<file path="config.mk">
export PLATFORM = sky130hd
export DESIGN_NAME = fetch_unit
export DESIGN_NICKNAME = d
export VERILOG_FILES = /design/src/rtl/fetch_unit.sv
export SDC_FILE = /design/constraint.sdc
export NUM_CORES = 1
export LEC_CHECK = 0
export CORE_ASPECT_RATIO = 0.5
export CORE_UTILIZATION = 39
export CTS_BUF_LIST = sky130_fd_sc_hd__clkbuf_8 sky130_fd_sc_hd__clkbuf_16
export CTS_CLUSTER_DIAMETER = 100
export DETAILED_ROUTE_END_ITERATION = 10
export DONT_BUFFER_PORTS = 1
export PLACE_DENSITY = 0.64
export SLEW_MARGIN = 20
export SYNTH_ARGS = -nofsm -noshare
export SYNTH_HDL_FRONTEND = slang
export SYNTH_SLANG_ARGS = --single-unit
</file>
<file path="constraint.sdc">
create_clock -name i_clk -period 3.3 [get_ports i_clk]
set_clock_uncertainty 0.2 [all_clocks]
set_input_delay 0.66 -clock i_clk [delete_from_list [all_inputs] [get_ports i_clk]]
set_output_delay 0.66 -clock i_clk [all_outputs]
set_load 0.03 [all_outputs]
</file>
<file path="src/rtl/fetch_unit.sv">
// fetch_unit: instruction-fetch front end.
// Owns the fetch PC and keeps at most one instruction-memory read in flight.
// Redirects from execute take priority over stall and consumption. The fetched
// instruction, its PC and PC+4 are presented to the fetch/decode register with
// a valid flag.
//
// Ports:
//   i_clk          clock, rising edge
//   i_rstn         synchronous active-low reset
//   i_stallF       hold the presented instruction (only matters while valid)
//   i_redirect     taken branch/jump pulse from execute
//   i_redirect_pc  redirect target; bits [1:0] are forced to zero
//   o_imem_req     read request valid
//   o_imem_addr    read address (current PC)
//   i_imem_ready   memory accepts the request this cycle
//   i_imem_rvalid  read data valid, one cycle per accepted request
//   i_imem_rdata   instruction word
//   o_instr        fetched instruction
//   o_pc           PC of o_instr
//   o_pc_plus4     o_pc + 4 (wrapping)
//   o_instr_valid  o_instr/o_pc/o_pc_plus4 describe a live instruction
module fetch_unit #(
   parameter int unsigned            DATA_WIDTH  = 64,
   parameter int unsigned            INSTR_WIDTH = 32,
   parameter logic [DATA_WIDTH-1:0]  RESET_PC    = '0
) (
   input  logic                   i_clk,
   input  logic                   i_rstn,
   input  logic                   i_stallF,
   input  logic                   i_redirect,
   input  logic [DATA_WIDTH-1:0]  i_redirect_pc,
   output logic                   o_imem_req,
   output logic [DATA_WIDTH-1:0]  o_imem_addr,
   input  logic                   i_imem_ready,
   input  logic                   i_imem_rvalid,
   input  logic [INSTR_WIDTH-1:0] i_imem_rdata,
   output logic [INSTR_WIDTH-1:0] o_instr,
   output logic [DATA_WIDTH-1:0]  o_pc,
   output logic [DATA_WIDTH-1:0]  o_pc_plus4,
   output logic                   o_instr_valid
);

   typedef enum logic [1:0] {
      StReq   = 2'd0,  // request outstanding on the bus (req high)
      StWait  = 2'd1,  // request accepted, waiting for rvalid
      StValid = 2'd2,  // instruction held for decode
      StDrain = 2'd3   // redirected while a response is in flight; discard it
   } state_e;

   state_e                 r_state;
   logic [DATA_WIDTH-1:0]  r_pc;
   logic [INSTR_WIDTH-1:0] r_instr;
   logic                   r_valid;

   logic                   w_accept;
   logic [DATA_WIDTH-1:0]  w_pc_plus4;
   logic [DATA_WIDTH-1:0]  w_redirect_pc;

   // Request is suppressed combinationally during reset so nothing is issued
   // before the state register has been initialised.
   assign o_imem_req    = (r_state == StReq) && i_rstn;
   assign o_imem_addr   = r_pc;
   assign w_accept      = o_imem_req && i_imem_ready;
   assign w_pc_plus4    = r_pc + DATA_WIDTH'(4);
   assign w_redirect_pc = i_redirect_pc & ~DATA_WIDTH'(3);

   assign o_pc          = r_pc;
   assign o_pc_plus4    = w_pc_plus4;
   assign o_instr       = r_instr;
   assign o_instr_valid = r_valid;

   always_ff @(posedge i_clk) begin
      if (!i_rstn) begin
         r_state <= StReq;
         r_pc    <= RESET_PC;
         r_instr <= '0;
         r_valid <= 1'b0;
      end else if (i_redirect) begin
         // Any in-flight response belongs to the old path and must be dropped.
         r_pc    <= w_redirect_pc;
         r_valid <= 1'b0;
         case (r_state)
            StReq:   r_state <= w_accept      ? StDrain : StReq;
            StWait:  r_state <= i_imem_rvalid ? StReq   : StDrain;
            StValid: r_state <= StReq;
            StDrain: r_state <= i_imem_rvalid ? StReq   : StDrain;
            default: r_state <= StReq;
         endcase
      end else begin
         case (r_state)
            StReq: begin
               if (w_accept) r_state <= StWait;
            end
            StWait: begin
               if (i_imem_rvalid) begin
                  r_instr <= i_imem_rdata;
                  r_valid <= 1'b1;
                  r_state <= StValid;
               end
            end
            StValid: begin
               if (!i_stallF) begin
                  r_pc    <= w_pc_plus4;
                  r_valid <= 1'b0;
                  r_state <= StReq;
               end
            end
            StDrain: begin
               if (i_imem_rvalid) r_state <= StReq;
            end
            default: r_state <= StReq;
         endcase
      end
   end

endmodule

</file>
==> metrics.csv <==
metric,value,unit
rsz0062_at_grt,yes,
layout_commonest_cell,buf_4,
route.detailed.drc,0,
syn_to_final_growth,22.03,%
routabilityCongestion,0.8645,
synth-seq-cells,97,
track_usage,24.67,%
antennaDiodeCount,0,
end_kind,primary output,
grt_max_degree,53,
cp.arrival,2.35,ns
hold_slack,0.2053,ns
seqCellArea,1949,sq um
rows,32,
required,2.44,ns
yosysSeqAreaShare,30.81,%
drive_above_1_share,24.86,%
synth_area_leaders,"dfxtp_1, buf_4, nand2_1, xor2_1, xnor2_1",
boundaryPins,328,
drtIter0Drc,349,
power_density,419.9,nW/um^2
die_area,16710,sq um
synth_top_area_cell,dfxtp_1,
syn_area_per_cell,7.433,sq um
synth-compound-area-share,16.44,%
cts_tree,done,
worst_hold_path_type,in2reg,
async_flop_share,0,%
grt_pass1_wl,32550,um
multi_input_area,3769,sq um
finalSetupViolCount,0,
antenna_found_initial,0,
vias_per_cell,5.730,
grt_pass1_vias,5954,
synth_top_family_by_area,simple AND/OR/NAND/NOR gates,
synthXorXnorAreaFrac,11.95,%
use_met2,41.76,%
clkSlewWorstSetupHoldPaths,0.08,ns
use_met3,6.037,%
synthMuxAreaShare,0.3176,%
core_area,15620,sq um
final_cell_mix,"buf_4, nand2_1, dfxtp_1",
synth_edf_count,0,
max_freq,0.3115,GHz
synth_cell_types,46,
vias,6423,
period_share,97.29,%
dp_cells,1083,
initial_core_util,40.37,%
final_util,49.26,%
grt_busiest_layer,met2,
hold_viol,0,
final_antenna_net_count,0,
worstSkewPairLatency,0.35,ns
ir_drop,0.2863,mV
die_h,91.90,um
tightest_slew,1.077,ns
status,completed,
slew_headroom,28.19,%
min_period,3.211,ns
fill_cells,1573,
power.total,3.230,mW
synth_fa_ha_area_share,0.1985,%
critPathKind,reg2out,
drv_slew,0,
io_buffers,0,
root_buffer,clkbuf_16,
wl,21430,um
synth-main-ff-cell,dfxtp_1,
fin_nets,1015,
die_w,181.8,um
yosys_warnings,0,
postSynthCellCount,848,
wl_per_cell,19.12,um
h-tree-depth,3,
numCtsBuffers,9,
first_pass_iters,5,
drv_cap,0,
use_met1,31.29,%
grt_overflow_total,0,
synth.top_cell.area_share,30.81,%
cts.path.max_buffers,2,
worstPathMaxFanout,8,
design_area,7692,sq um
cts.sinks,97,
syn_area,6304,sq um
detailed_place_hpwl,15920,um
place_area,7127,sq um
start_kind,flip-flop,
p_leak,2.860,nW
synthSimpleGateAreaFrac,27.97,%
stdcell_count,1121,
## per-layer routing
layer  vias up  routed length (um)
met5         -                   0
met4         0                 408
met3        37                1422
met2       236               10290
met1      3078                9314
li1       3072                   -
## critical path, stage by stage (launching register included)
cell and delay, ns:
dfxtp_1 0.51, and4_1 0.39, and4_1 0.23, nand4_1 0.20, nor4_1 0.29, xor2_1 0.19
buf_4 0.19
## repair_timing
item / 4_1_cts / 5_1_grt
endpoints found under the setup margin: 21 / 23
resized for setup: 3 / 15
hold buffers: 0 / 0
pin swaps: 4 / 8
buffers inserted: 8 / 14
## area by class of cell
type | count | area share (%)
well taps | 204 | 3.318
inverters | 11 | 0.5530
repair buffers | 174 | 17.62
clock inverters | 7 | 1.252
multi-input cells | 619 | 48.99
flip-flops and latches | 97 | 25.34
clock buffers | 9 | 2.928
## logic make-up (layout without fill, tap and decap cells)
kind of cell | after synthesis | after routing
AND/OR/NAND/NOR | 343 | 343
AO/OA/AOI/OAI | 181 | 181
buffers and inverters | 137 | 201
flip-flops | 97 | 97
XOR/XNOR | 86 | 86
multiplexers | 2 | 2
adder cells (fa/ha/maj) | 1 | 1
other | 1 | 6
## sequential cells by signal (all words and copies together), names as in the netlist
signal and flops:
o_imem_addr 62, o_instr 32, r_state 2, o_instr_valid 1
## metrics by stage
| step | worst slack [ns] | TNS, ns |
|---|---|---|
| detailed placement | 0.1953 | 0 |
| global route | -0.03865 | -0.1038 |
| global placement | 0.2137 | 0 |
| finish | 0.08940 | 0 |
| CTS | 0.001840 | 0 |
| floorplan | -0.03633 | -0.03633 |
## Yosys cell counts (2+ instances only)
| library cell | number |
|---|---|
| o31ai_1 | 18 |
| a21oi_1 | 55 |
| or4_1 | 20 |
| nor3b_1 | 2 |
| buf_4 | 68 |
| and3_1 | 14 |
| mux2i_1 | 2 |
| o21ai_0 | 63 |
| dfxtp_1 | 97 |
| and4_1 | 9 |
| nand3_1 | 32 |
| a311oi_1 | 3 |
| nand2_1 | 117 |
| nor2_1 | 50 |
| buf_2 | 3 |
| and2_1 | 2 |
| a211oi_1 | 5 |
| clkinv_1 | 2 |
| xnor2_1 | 40 |
| xor2_1 | 46 |
| or2_2 | 2 |
| nand2b_1 | 2 |
| nor4_2 | 3 |
| nor3_1 | 18 |
| nor4_1 | 13 |
| clkbuf_1 | 54 |
| nand4_1 | 40 |
| inv_1 | 9 |
| or3_1 | 13 |
| a31oi_1 | 30 |
## power breakdown
part | internal (mW) | switching, mW | total, mW | leakage, nW
Clock | 0.613 | 0.526 | 1.14 | 0.154
Combinational | 0.227 | 0.559 | 0.787 | 1.91
Sequential | 1.23 | 0.0743 | 1.30 | 0.800
## final timing paths
path                   start              end  slack (ns)  depth (start not counted)
max reg2reg  o_imem_addr[27]  o_imem_addr[51]        0.53                          6
min               i_redirect    o_instr_valid        0.21                          1
max          o_imem_addr[50]   o_pc_plus4[63]        0.09                          6
min reg2reg       r_state[1]       r_state[1]        0.35                          2
No activity file was read; power rests on OpenSTA's default activity.
